===== src/rtl/alu_dispatch.sv =====
// Issue-side ALU dispatcher: accepts one op, issues it to one of four lanes, waits for the
// lane to finish, then presents the result-mux selector until the consumer takes the result.
module alu_dispatch #(
  parameter int unsigned DATA_W  = 24,
  parameter int unsigned TIMEOUT = 15
) (
  input  logic              clk_i,
  input  logic              rst_ni,
  input  logic              op_valid_i,
  output logic              op_ready_o,
  input  logic [2:0]        op_code_i,
  input  logic [DATA_W-1:0] op_a_i,
  input  logic [DATA_W-1:0] op_b_i,
  output logic [3:0]        lane_valid_o,
  input  logic [3:0]        lane_ready_i,
  output logic [DATA_W-1:0] lane_a_o,
  output logic [DATA_W-1:0] lane_b_o,
  input  logic [3:0]        lane_done_i,
  output logic [2:0]        sel_o,
  output logic              res_valid_o,
  input  logic              res_ready_i,
  output logic              err_valid_o,
  output logic [1:0]        err_code_o
);

  localparam int unsigned CntW = $clog2(TIMEOUT + 1);
  localparam logic [CntW-1:0] CntMax  = CntW'(TIMEOUT);
  localparam logic [CntW-1:0] CntLast = CntW'(TIMEOUT - 1);

  typedef enum logic [2:0] {StIdle, StIssue, StWait, StDone, StErr} state_e;

  state_e              state_q;
  logic [3:0]          lane_valid_q;
  logic [DATA_W-1:0]   lane_a_q, lane_b_q;
  logic [2:0]          sel_q;
  logic                res_valid_q;
  logic                err_valid_q;
  logic [1:0]          err_code_q;
  logic [CntW-1:0]     cnt_q;
  logic [CntW-1:0]     cnt_d;

  // Saturating increment: the counter never wraps back past TIMEOUT.
  always_comb begin
    cnt_d = (cnt_q == CntMax) ? cnt_q : cnt_q + 1'b1;
  end

  always_ff @(posedge clk_i) begin
    if (!rst_ni) begin
      state_q      <= StIdle;
      lane_valid_q <= '0;
      lane_a_q     <= '0;
      lane_b_q     <= '0;
      sel_q        <= '0;
      res_valid_q  <= 1'b0;
      err_valid_q  <= 1'b0;
      err_code_q   <= '0;
      cnt_q        <= '0;
    end else begin
      unique case (state_q)
        StIdle: begin
          if (op_valid_i) begin
            if (op_code_i[2]) begin
              // Illegal op: operands and selector keep the previous op's values.
              state_q     <= StErr;
              err_valid_q <= 1'b1;
              err_code_q  <= 2'b01;
            end else begin
              state_q      <= StIssue;
              lane_a_q     <= op_a_i;
              lane_b_q     <= op_b_i;
              sel_q        <= {1'b0, op_code_i[1:0]};
              lane_valid_q <= 4'b0001 << op_code_i[1:0];
            end
          end
        end
        StIssue: begin
          if (lane_ready_i[sel_q[1:0]]) begin
            state_q      <= StWait;
            lane_valid_q <= '0;
            cnt_q        <= '0;
          end
        end
        StWait: begin
          cnt_q <= cnt_d;
          // Done takes priority over a timeout firing in the same cycle.
          if (lane_done_i[sel_q[1:0]]) begin
            state_q     <= StDone;
            res_valid_q <= 1'b1;
          end else if (cnt_q == CntLast) begin
            state_q     <= StErr;
            err_valid_q <= 1'b1;
            err_code_q  <= 2'b10;
          end
        end
        StDone: begin
          if (res_ready_i) begin
            state_q     <= StIdle;
            res_valid_q <= 1'b0;
          end
        end
        StErr: begin
          state_q     <= StIdle;
          err_valid_q <= 1'b0;
        end
        default: state_q <= StIdle;
      endcase
    end
  end

  assign op_ready_o   = (state_q == StIdle);
  assign lane_valid_o = lane_valid_q;
  assign lane_a_o     = lane_a_q;
  assign lane_b_o     = lane_b_q;
  assign sel_o        = sel_q;
  assign res_valid_o  = res_valid_q;
  assign err_valid_o  = err_valid_q;
  assign err_code_o   = err_code_q;

endmodule


===== config.mk =====
export PLATFORM = sky130hd
export DESIGN_NAME = alu_dispatch
export DESIGN_NICKNAME = d
export VERILOG_FILES = /design/src/rtl/alu_dispatch.sv
export SDC_FILE = /design/constraint.sdc
export NUM_CORES = 1
export LEC_CHECK = 0
export BUFFER_PORTS_ARGS = -buffer_cell sky130_fd_sc_hd__buf_2
export CAP_MARGIN = 10
export CORE_MARGIN = 1
export CORE_UTILIZATION = 41
export DETAILED_ROUTE_END_ITERATION = 12
export GPL_TIMING_DRIVEN = 1
export MAX_ROUTING_LAYER = met4
export PLACE_DENSITY = 0.78
export SYNTH_ARGS = -nofsm -noshare
export SYNTH_HDL_FRONTEND = slang
export SYNTH_SLANG_ARGS = --single-unit
export TNS_END_PERCENT = 100

===== constraint.sdc =====
create_clock -name clk_i -period 1.55 [get_ports clk_i]
set_input_delay 0.0775 -clock clk_i [delete_from_list [all_inputs] [get_ports clk_i]]
set_output_delay 0.0775 -clock clk_i [all_outputs]
set_load 0.1 [all_outputs]

==> key figures, run 1 <==
Synth
  – EDFF count, synth: 0
  – Syn_area_per_cell: 8.29 um^2
  – Yosys warnings: 0
  – Syn_nets: 380
  – Fraction of registers with async set/reset: 0
  – Top_reg_cell synth: dfxtp_1
  – Synthesized cell area: 2610 um^2
  – Seq/Total Area, Yosys: 0.499
  – Yosys reg bits: 65
  – Synthesized instance count: 315
  – Synth unique cells: 44

Finish
  – Fin area: 4270 um^2
  – Area delta synth->final: 63.5%
  – Fin nets: between 500 and 600
  – Register area: 1320 um^2
  – Area taken by multi-input logic gates: roughly 1300 um^2
  – FILL cells: 473
  – Final Util: 0.708
  – Commonest non-fill, non-tap cell in the layout: buf_2
  – Share of layout cells above drive strength 1: 0.368
  – Most frequent cells in the layout: 120 x buf_2, 107 x nand2_1, 60 x dfxtp_1
  – Antenna diode count: 0

Timing
  – Total Neg Setup Slack: -0.0278 ns
  – Max Fclk: 638 MHz
  – Setup violations, final: 2
  – Final Cycle Share: 1.01
  – Post-route clock skew: 0.00721 ns
  – Slew Viols, Final: 0
  – RSZ-0062 raised after global routing: true
  – Worst-Margin Slew: 0.513 ns
  – Fin worst setup slack: -0.0176 ns
  – Hold Fails Final Rpt: 0
  – Final min period: between 1.5 and 2 ns
  – Slew margin rel.: 0.660

Detailed routing
  – Antenna Nets Post-Route: 0
  – DR WL/cell: 14.3 um
  – Vias per cell: just over 5
  – Number of detailed-route iterations in the first pass: 4
  – Routed WL: 8200 um
  – Drt drc: 0
  – Number of DRC markers in iteration 0: 132
  – Vias: 2,903

Critical path
  – CP cell instances: mux4_2 > nand3b_4 > a31o_1 > a21oi_2
  – R2R setup slack: -0.02 ns
  – Critical path data required time: approximately 1.8 ns
  – Startpoint types: register
  – Crit Path Class: register to register
  – Crit. End Element: register
  – WP data arrival: 1.83 ns
  – Crit Path Max Fanout: 6
  – CP peak stage delay: 0.57 ns
  – CP max stage cell: mux4_2

Placement
  – DP Area: 3450 um^2
  – RD Place Congestion: 0.810
  – IO buf count: 121
  – Dpl hpwl: 4880 um

Global route
  – Vias in the first global route: 2,734
  – First-pass GRT wire length: 12,100 um
  – GRT Total Usage: 0.246
  – Largest net degree at the start of global routing: 28
  – Grt total ovfl: 0
  – Initial antenna violation count: 0

Pwr
  – PD cells: 1680 nW/um^2
  – Leakage Power: approximately 1.9 nW
  – Peak VDD IR: 1.21 mV

CTS
  – CTS buffer count: 9
  – # H-tree levels: 3
  – Clock transition at the registers of the reported paths: ~0.070 ns
  – CTS sink cnt: 65
  – Maximum root-to-sink buffer count: 2
  – CTS tree: built
  – Clock latency at the later pin of the worst-skew pair: 0.33 ns
  – Clock tree root driver cell: clkbuf_8

Die
  – Die Height: approximately 80 um
  – Die area: 6690 um^2
  – Rows: 28
  – Ports: 123
  – CORE AREA: between 6000 and 7000 um^2
  – Starting Density: 0.433
  – Die width: 81.8 um

Outcome
  – Status: complete, but fails checks
  – Failing checks: setup timing

Run
  – Max-cap violations: 0

Hold path
  – Hold Path Class: input port to register
==> kinds of logic after synthesis <==
| group | count (synthesis) | share of synthesized area |
|---|---|---|
| multiplexers | 7 | 0.0364 |
| AND/OR/NAND/NOR | 140 | 0.252 |
| adder cells (fa/ha/maj) | 2 | 0.00959 |
| AO/OA/AOI/OAI | 74 | 0.160 |
| other | 1 | 0.00144 |
| buffers and inverters | 26 | 0.0422 |
| flip-flops | 65 | 0.499 |
==> worst max-delay path: cells and delay by family, from the launching register on <==
family	cells	cell delay, ns
compound gates	2	0.35
simple gates	1	0.22
mux	1	0.57
flops	1	0.37
==> state kept, by name, indices dropped and copies added (netlist names) <==
signal / flops
lane_a_o: 24
lane_b_o: 24
cnt_q: 4
lane_valid_o: 4
state_q: 3
err_code_o: 2
sel_o: 2
err_valid_o: 1
res_valid_o: 1
==> layer usage <==
layer,vias to the layer above,routed length [um],track usage
li1,1426,-,-
met1,1348,3310,0.264
met2,109,4310,0.437
met3,20,362,0.0356
met4,0,215,0.125
met5,-,0,-
==> cell usage after synthesis (2+ instances only) <==
master    number  share of area
a211oi_1       2         0.0058
a21oi_1       56           0.11
a31oi_1        3         0.0072
buf_2          7          0.013
clkbuf_1      15          0.022
dfxtp_1       65           0.50
ha_1           2         0.0096
inv_1          3         0.0043
mux2i_1        5          0.019
mux4_2         2          0.017
nand2_1      107           0.15
nand3_1        3         0.0058
nand3b_1       3         0.0086
nand4_1        3         0.0072
nand4b_1       2         0.0067
nor2_1         4         0.0058
nor3_2         2         0.0077
nor3b_2        2         0.0096
o21ai_0        2         0.0038
o21ai_1        2         0.0038
or3b_1         2         0.0067
==> area by class of cell <==
class	instances	area share
inverter	3	0.00264
sequential	65	0.308
clock buffer	11	0.0331
multi-input combinational	224	0.300
clock inverter	5	0.0185
timing repair buffer	192	0.315
tap	75	0.0220
==> stage by stage <==
stage                     power, mW  hold slack [ns]  instances  worst slack [ns]
after floorplan                4.56            0.203        315            -0.450
after global placement         5.26            0.317        507           -0.0110
after detailed placement       5.31            0.323        507           -0.0559
after CTS                      7.04          0.00619        573           -0.0328
after global routing           7.47           0.0225        575           -0.0667
final                          7.19           0.0233        575           -0.0176
==> report_power, final <==
part | internal (mW) | switching (mW)
Clock | 0.948 | 0.656
Sequential | 1.91 | 0.188
Combinational | 1.03 | 2.45
Total | 3.89 | 3.30
==> what timing repair did <==
action	4_1_cts	5_1_grt
pin swaps	2	4
buffers inserted	2	1
hold buffers	48	0
cloned	0	1
hold endpoints to repair	48	0
setup endpoints to repair	4	30
gates resized for setup	3	11
==> final timing paths <==
check               start             to  depth (start not counted)
min          op_code_i[1]       sel_o[1]                          3
max              sel_o[0]  err_code_o[1]                          4
min reg2reg   lane_a_o[5]    lane_a_o[5]                          2
max reg2reg      sel_o[0]  err_code_o[1]                          4
(Power assumes the default switching activity.)
==> inputs of run 2 (changes only) <==
- HOLD_SLACK_MARGIN: default -> 0.06
- PLACE_DENSITY: 0.78 -> default
- PLACE_DENSITY_LB_ADDON: default -> 0.05
==> key figures, run 2 (synthesis gave the netlist of run 1 again) <==
Outcome
  – Status: complete, but fails checks
  – Failing checks: setup timing

Detailed routing
  – Number of detailed-route iterations in the first pass: 4 (unchanged)
  – Vias: 2,823 (-2.8%)
  – Number of DRC markers in iteration 0: 168 (+27%)
  – Drt drc: 0 (unchanged)
  – DR WL/cell: 13.5 um (-5.1%)
  – Vias per cell: 4.86 (-3.8%)
  – Antenna Nets Post-Route: 0 (unchanged)
  – Routed WL: 7860 um (-4.1%)

CTS
  – # H-tree levels: 3 (unchanged)
  – Clock tree root driver cell: clkbuf_8
  – Clock transition at the registers of the reported paths: 0.07 ns (about the same)
  – Clock latency at the later pin of the worst-skew pair: 0.33 ns (about the same)
  – CTS tree: built
  – CTS sink cnt: 65 (unchanged)
  – CTS buffer count: 9 (unchanged)
  – Maximum root-to-sink buffer count: 2 (unchanged)

Timing
  – Setup violations, final: 3 (+1)
  – Post-route clock skew: 0.00639 ns (-0.000814 ns)
  – Fin worst setup slack: -0.0660 ns (-0.0484 ns)
  – Final Cycle Share: 1.04 (+0.0312)
  – Final min period: 1.62 ns (+0.0484 ns)
  – Max Fclk: 619 MHz (-3.0%)
  – Slew Viols, Final: 0 (unchanged)
  – Hold Fails Final Rpt: 0 (unchanged)
  – RSZ-0062 raised after global routing: true
  – WHS: 0.0798 ns (+0.0565 ns)

Critical path
  – Crit path from: sel_o[0]
  – CP max stage cell: mux4_2
  – WP data arrival: 1.81 ns (-0.02 ns)
  – CP peak stage delay: 0.60 ns (+0.03 ns)
  – Critical path data required time: 1.74 ns (-0.08 ns)
  – Crit Path Class: register to register
  – Worst r2r src: sel_o[0]
  – R2R setup slack: -0.07 ns (-0.05 ns)
  – Startpoint types: register
  – Crit. End Element: register
  – Crit Path Max Fanout: 6 (unchanged)
  – CP cell instances: mux4_2 > nand3b_4 > a21oi_2 > a311oi_2

Die
  – Starting Density: 0.433 (unchanged)
  – Ports: 123 (unchanged)
  – Die Height: 81.8 um (unchanged)
  – Die area: 6690 um^2 (unchanged)
  – Rows: 28 (unchanged)
  – Die width: 81.8 um (unchanged)
  – CORE AREA: 6030 um^2 (unchanged)

Pwr
  – Total power: 7.20 mW (about the same)
  – Sw frac: 0.461 (+0.00227)
  – PD cells: 1650 nW/um^2 (-1.9%)
  – NetSw: 3.32 mW (+0.56%)
  – Part of the power in registers: 0.289 (-0.003)
  – Int Power: 3.88 mW (-0.35%)
  – Comb pwr share: 0.504 (+0.019)
  – Clock power frac: 0.207 (-0.016)
  – Leakage Power: 1.92 nW (+1.8%)
  – Peak VDD IR: 1.39 mV (+15%)

Finish
  – Share of layout cells above drive strength 1: 0.379 (+0.0114)
  – Antenna diode count: 0 (unchanged)
  – FILL cells: 481 (+1.7%)
  – Register area: 1320 um^2 (unchanged)
  – Commonest non-fill, non-tap cell in the layout: buf_2
  – Fin nets: 566 (+1.1%)
  – Area taken by multi-input logic gates: 1290 um^2 (+0.78%)
  – Area delta synth->final: 66.9%
  – Most frequent cells in the layout: 120 x buf_2, 107 x nand2_1, 60 x dfxtp_1

Global route
  – GRT Total Usage: 0.231 (-0.0144)
  – First-pass GRT wire length: 11,500 um (-4.6%)
  – Grt total ovfl: 0 (unchanged)
  – Vias in the first global route: 2,545 (-6.9%)
  – Initial antenna violation count: 0 (unchanged)
  – Largest net degree at the start of global routing: 28 (unchanged)

Placement
  – RD Place Congestion: 0.776 (-4.2%)
  – IO buf count: 121 (unchanged)
  – Dpl hpwl: 4500 um (-7.7%)

Run
  – Max-cap violations: 0 (unchanged)

Hold path
  – HP Start: res_ready_i
  – Hold Path Class: input port to register
run 2: repair_timing:
| action | CTS | global route |
|---|---|---|
| gates resized for setup | 4 | 18 |
| pin swaps | 2 | 3 |
| setup buffers | 0 | 4 |
| setup endpoints to repair | 4 | 63 |
| hold buffers | 50 | 0 |
| cloned | 0 | 3 |
| endpoints found under the hold margin | 51 | 0 |
run 2: worst max-delay path: cells and delay by family, from the launching register on:
family / cells / cell delay [ns]
AND/OR/NAND/NOR: 1 / 0.24
multiplexers: 1 / 0.60
AO/OA/AOI/OAI: 2 / 0.27
flip-flops: 1 / 0.37
run 2: routing by layer:
metal / share of wire / GRT usage / vias to the layer above
met4: 0.012 / 0.0737 / 0
li1: - / - / 1445
met3: 0.041 / 0.0489 / 10
met5: 0 / - / -
met2: 0.50 / 0.388 / 73
met1: 0.44 / 0.275 / 1295
run 2: metrics by stage:
step	setup slack, ns	setup TNS [ns]	cell area, um^2	instances	util
after floorplan	-0.450	-23.45	2660	315	-
after global placement	-0.00553	-0.00553	3440	508	0.572
after detailed placement	-0.0431	-0.0612	3440	508	0.572
after CTS	-0.0518	-0.157	4170	574	0.692
after global routing	-0.135	-1.04	4360	581	0.723
final	-0.0660	-0.187	4360	581	0.723
run 2: worst paths after layout:
| path | to | cells after the start |
|---|---|---|
| worst max register to register | state_q[0] | 4 |
| worst max-delay path | state_q[0] | 4 |
| worst min-delay path | res_valid_o | 4 |
| worst min register to register | lane_a_o[6] | 2 |
run 2: power by group through the flow:
stage / Combinational (mW) / Sequential, mW / Clock (mW)
final: 3.63 / 2.08 / 1.49
after global routing: 3.82 / 2.11 / 1.59
after CTS: 3.33 / 2.07 / 1.52
after detailed placement: 3.19 / 2.10 / 0
after global placement: 3.17 / 2.09 / 0
after floorplan: 1.06 / 3.50 / 0
run 2: area by class of cell:
type / instances / area share
clock buffer: 12 / 0.0359
clock inverter: 4 / 0.0112
inverter: 3 / 0.00259
multi-input combinational: 224 / 0.297
sequential: 65 / 0.302
tap: 75 / 0.0215
timing repair buffer: 198 / 0.330
==> inputs of run 3 (changes only) <==
- CORE_UTILIZATION: 41 -> 35
- SLEW_MARGIN: default -> 20
==> key figures, run 3 (synthesis gave the netlist of run 1 again) <==
Finish
  – Fin nets: 564 (-0.35%)
  – Area delta synth->final: 67.2%
  – Share of layout cells above drive strength 1: 0.371 (-0.00841)
  – Most frequent cells in the layout: 120 x buf_2, 107 x nand2_1, 60 x dfxtp_1
  – Fin area: 4360 um^2 (+0.17%)
  – Commonest non-fill, non-tap cell in the layout: buf_2
  – Antenna diode count: 0 (unchanged)

Pwr
  – Clock power frac: 0.213 (+0.006)
  – Leakage Power: 1.91 nW (-0.73%)
  – Total power: 7.20 mW (about the same)
  – PD cells: 1650 nW/um^2 (-0.16%)
  – Int Power: 3.89 mW (+0.37%)
  – Peak VDD IR: 0.771 mV (-45%)
  – Sw frac: 0.459 (-0.00195)
  – Part of the power in registers: 0.289 (about the same)
  – NetSw: 3.30 mW (-0.41%)
  – Comb pwr share: 0.497 (-0.007)

Placement
  – Dpl hpwl: 4730 um (+5.1%)
  – Place WS: -0.00831 ns (+0.0348 ns)
  – IO buf count: 121 (unchanged)
  – RD Place Congestion: 0.857 (+10%)
  – DP Area: 3460 um^2 (+0.51%)

Critical path
  – Crit. End Element: register
  – CP bufs+invs: 0 (unchanged)
  – Cell family with most CP delay: multiplexers
  – Worst r2r src: sel_o[0]
  – CP max stage cell: mux4_2
  – CP cell instances: mux4_2 > o2bb2ai_4 > nand4_1 > nor3b_2
  – WP data arrival: 1.78 ns (-0.03 ns)
  – Critical path data required time: 1.76 ns (+0.02 ns)
  – CP peak stage delay: 0.56 ns (-0.04 ns)
  – Crit path from: sel_o[0]
  – Startpoint types: register
  – Crit Path Class: register to register
  – Crit Path Max Fanout: 4 (-2)

Global route
  – Initial antenna violation count: 0 (unchanged)
  – Grt total ovfl: 0 (unchanged)
  – First-pass GRT wire length: 11,700 um (+1.2%)
  – GRT Total Usage: 0.200 (-0.0314)
  – Largest net degree at the start of global routing: 51 (+82%)
  – Vias in the first global route: 2,576 (+1.2%)

Die
  – CORE AREA: 7210 um^2 (+20%)
  – Die Height: 88.4 um (+8.0%)
  – Die area: 7810 um^2 (+17%)
  – Ports: 123 (unchanged)
  – Rows: 31 (+11%)
  – Die width: 88.4 um (+8.0%)
  – Starting Density: 0.362 (-0.0714)

CTS
  – Maximum root-to-sink buffer count: 2 (unchanged)
  – CTS sink cnt: 65 (unchanged)
  – CTS tree: built
  – # H-tree levels: 3 (unchanged)
  – Clock latency at the later pin of the worst-skew pair: 0.34 ns (about the same)
  – Clock tree root driver cell: clkbuf_8
  – CTS buffer count: 9 (unchanged)
  – Clock transition at the registers of the reported paths: 0.07 ns (about the same)

Timing
  – Total Neg Setup Slack: -0.0460 ns (+0.141 ns)
  – Final min period: 1.57 ns (-0.0476 ns)
  – Setup violations, final: 3 (unchanged)
  – Hold Fails Final Rpt: 0 (unchanged)
  – Final Cycle Share: 1.01 (-0.0307)
  – Fin worst setup slack: -0.0183 ns (+0.0476 ns)
  – WHS: 0.0944 ns (+0.0147 ns)
  – Slew Viols, Final: 0 (unchanged)
  – RSZ-0062 raised after global routing: true
  – Max Fclk: 638 MHz (+3.0%)
  – Post-route clock skew: 0.0146 ns (+0.00816 ns)

Detailed routing
  – Number of detailed-route iterations in the first pass: 4 (unchanged)
  – Routed WL: 7830 um (-0.38%)
  – Drt drc: 0 (unchanged)
  – DR WL/cell: 13.0 um (-4.0%)
  – Number of DRC markers in iteration 0: 82 (-51%)
  – Antenna Nets Post-Route: 0 (unchanged)
  – Vias: 2,801 (-0.78%)
  – Vias per cell: 4.65 (-4.4%)

Outcome
  – Failing checks: setup timing
  – Status: complete, but fails checks

Run
  – Max-cap violations: 0 (unchanged)

Hold path
  – HP Start: res_ready_i
  – Hold Path Class: input port to register
## run 3: cell types whose count changed in the layout (fill, tap and decap cells not counted), sizes merged
cell / before / now
buf: 145 / 143
inv: 4 / 3
clkinv: 2 / 3
## run 3: final cells by class
class	instances	area (um^2)
Clock buffer	12	166
Clock inverter	4	48.8
Fill cell	681	2850
Inverter	3	11.3
Multi-Input combinational cell	224	1290
Sequential cell	65	1320
Tap cell	99	124
Timing Repair Buffer	196	1410
## run 3: worst reg2reg max path, stage by stage, from the launching register on
cell and delay [ns]:
dfxtp_4 0.36, mux4_2 0.56, o2bb2ai_4 0.19, nand4_1 0.16
nor3b_2 0.18
## run 3: final timing paths
check             cells after the start  slack (ns)             to
setup / recovery                      4       -0.02  err_code_o[0]
hold reg to reg                       2        0.45    lane_a_o[6]
hold / removal                        4        0.09    res_valid_o
setup reg to reg                      4       -0.02  err_code_o[0]
## run 3: layer usage
metal | share of wire | wire length [um] | vias to the layer above | track usage
met2 | 0.50 | 3880 | 74 | 0.330
met5 | 0 | 0 | - | -
li1 | - | - | 1441 | -
met1 | 0.45 | 3550 | 1284 | 0.239
met4 | 0.0029 | 23 | 0 | 0.0616
met3 | 0.047 | 371 | 2 | 0.0513
## run 3: power groups by stage
stage | registers, mW | logic (mW) | clock network, mW
6_report | 2.08 | 3.58 | 1.53
3_5_place_dp | 2.10 | 3.20 | 0
4_1_cts | 2.07 | 3.32 | 1.57
2_1_floorplan | 3.50 | 1.06 | 0
5_1_grt | 2.11 | 3.78 | 1.66
3_3_place_gp | 2.09 | 3.18 | 0
## run 3: timing repair
action | in CTS | in global routing
setup endpoints to repair | 3 | 23
endpoints found under the hold margin | 52 | 0
gates cloned | 0 | 3
pin swaps | 0 | 2
hold buffers | 50 | 0
buffers inserted | 0 | 2
gates resized for setup | 1 | 16
## run 3: per-stage QoR
step | std cells | utilization
4_1_cts | 598 | 0.580
5_1_grt | 603 | 0.605
3_5_place_dp | 532 | 0.480
3_3_place_gp | 532 | 0.480
6_report | 603 | 0.605
2_1_floorplan | 315 | -
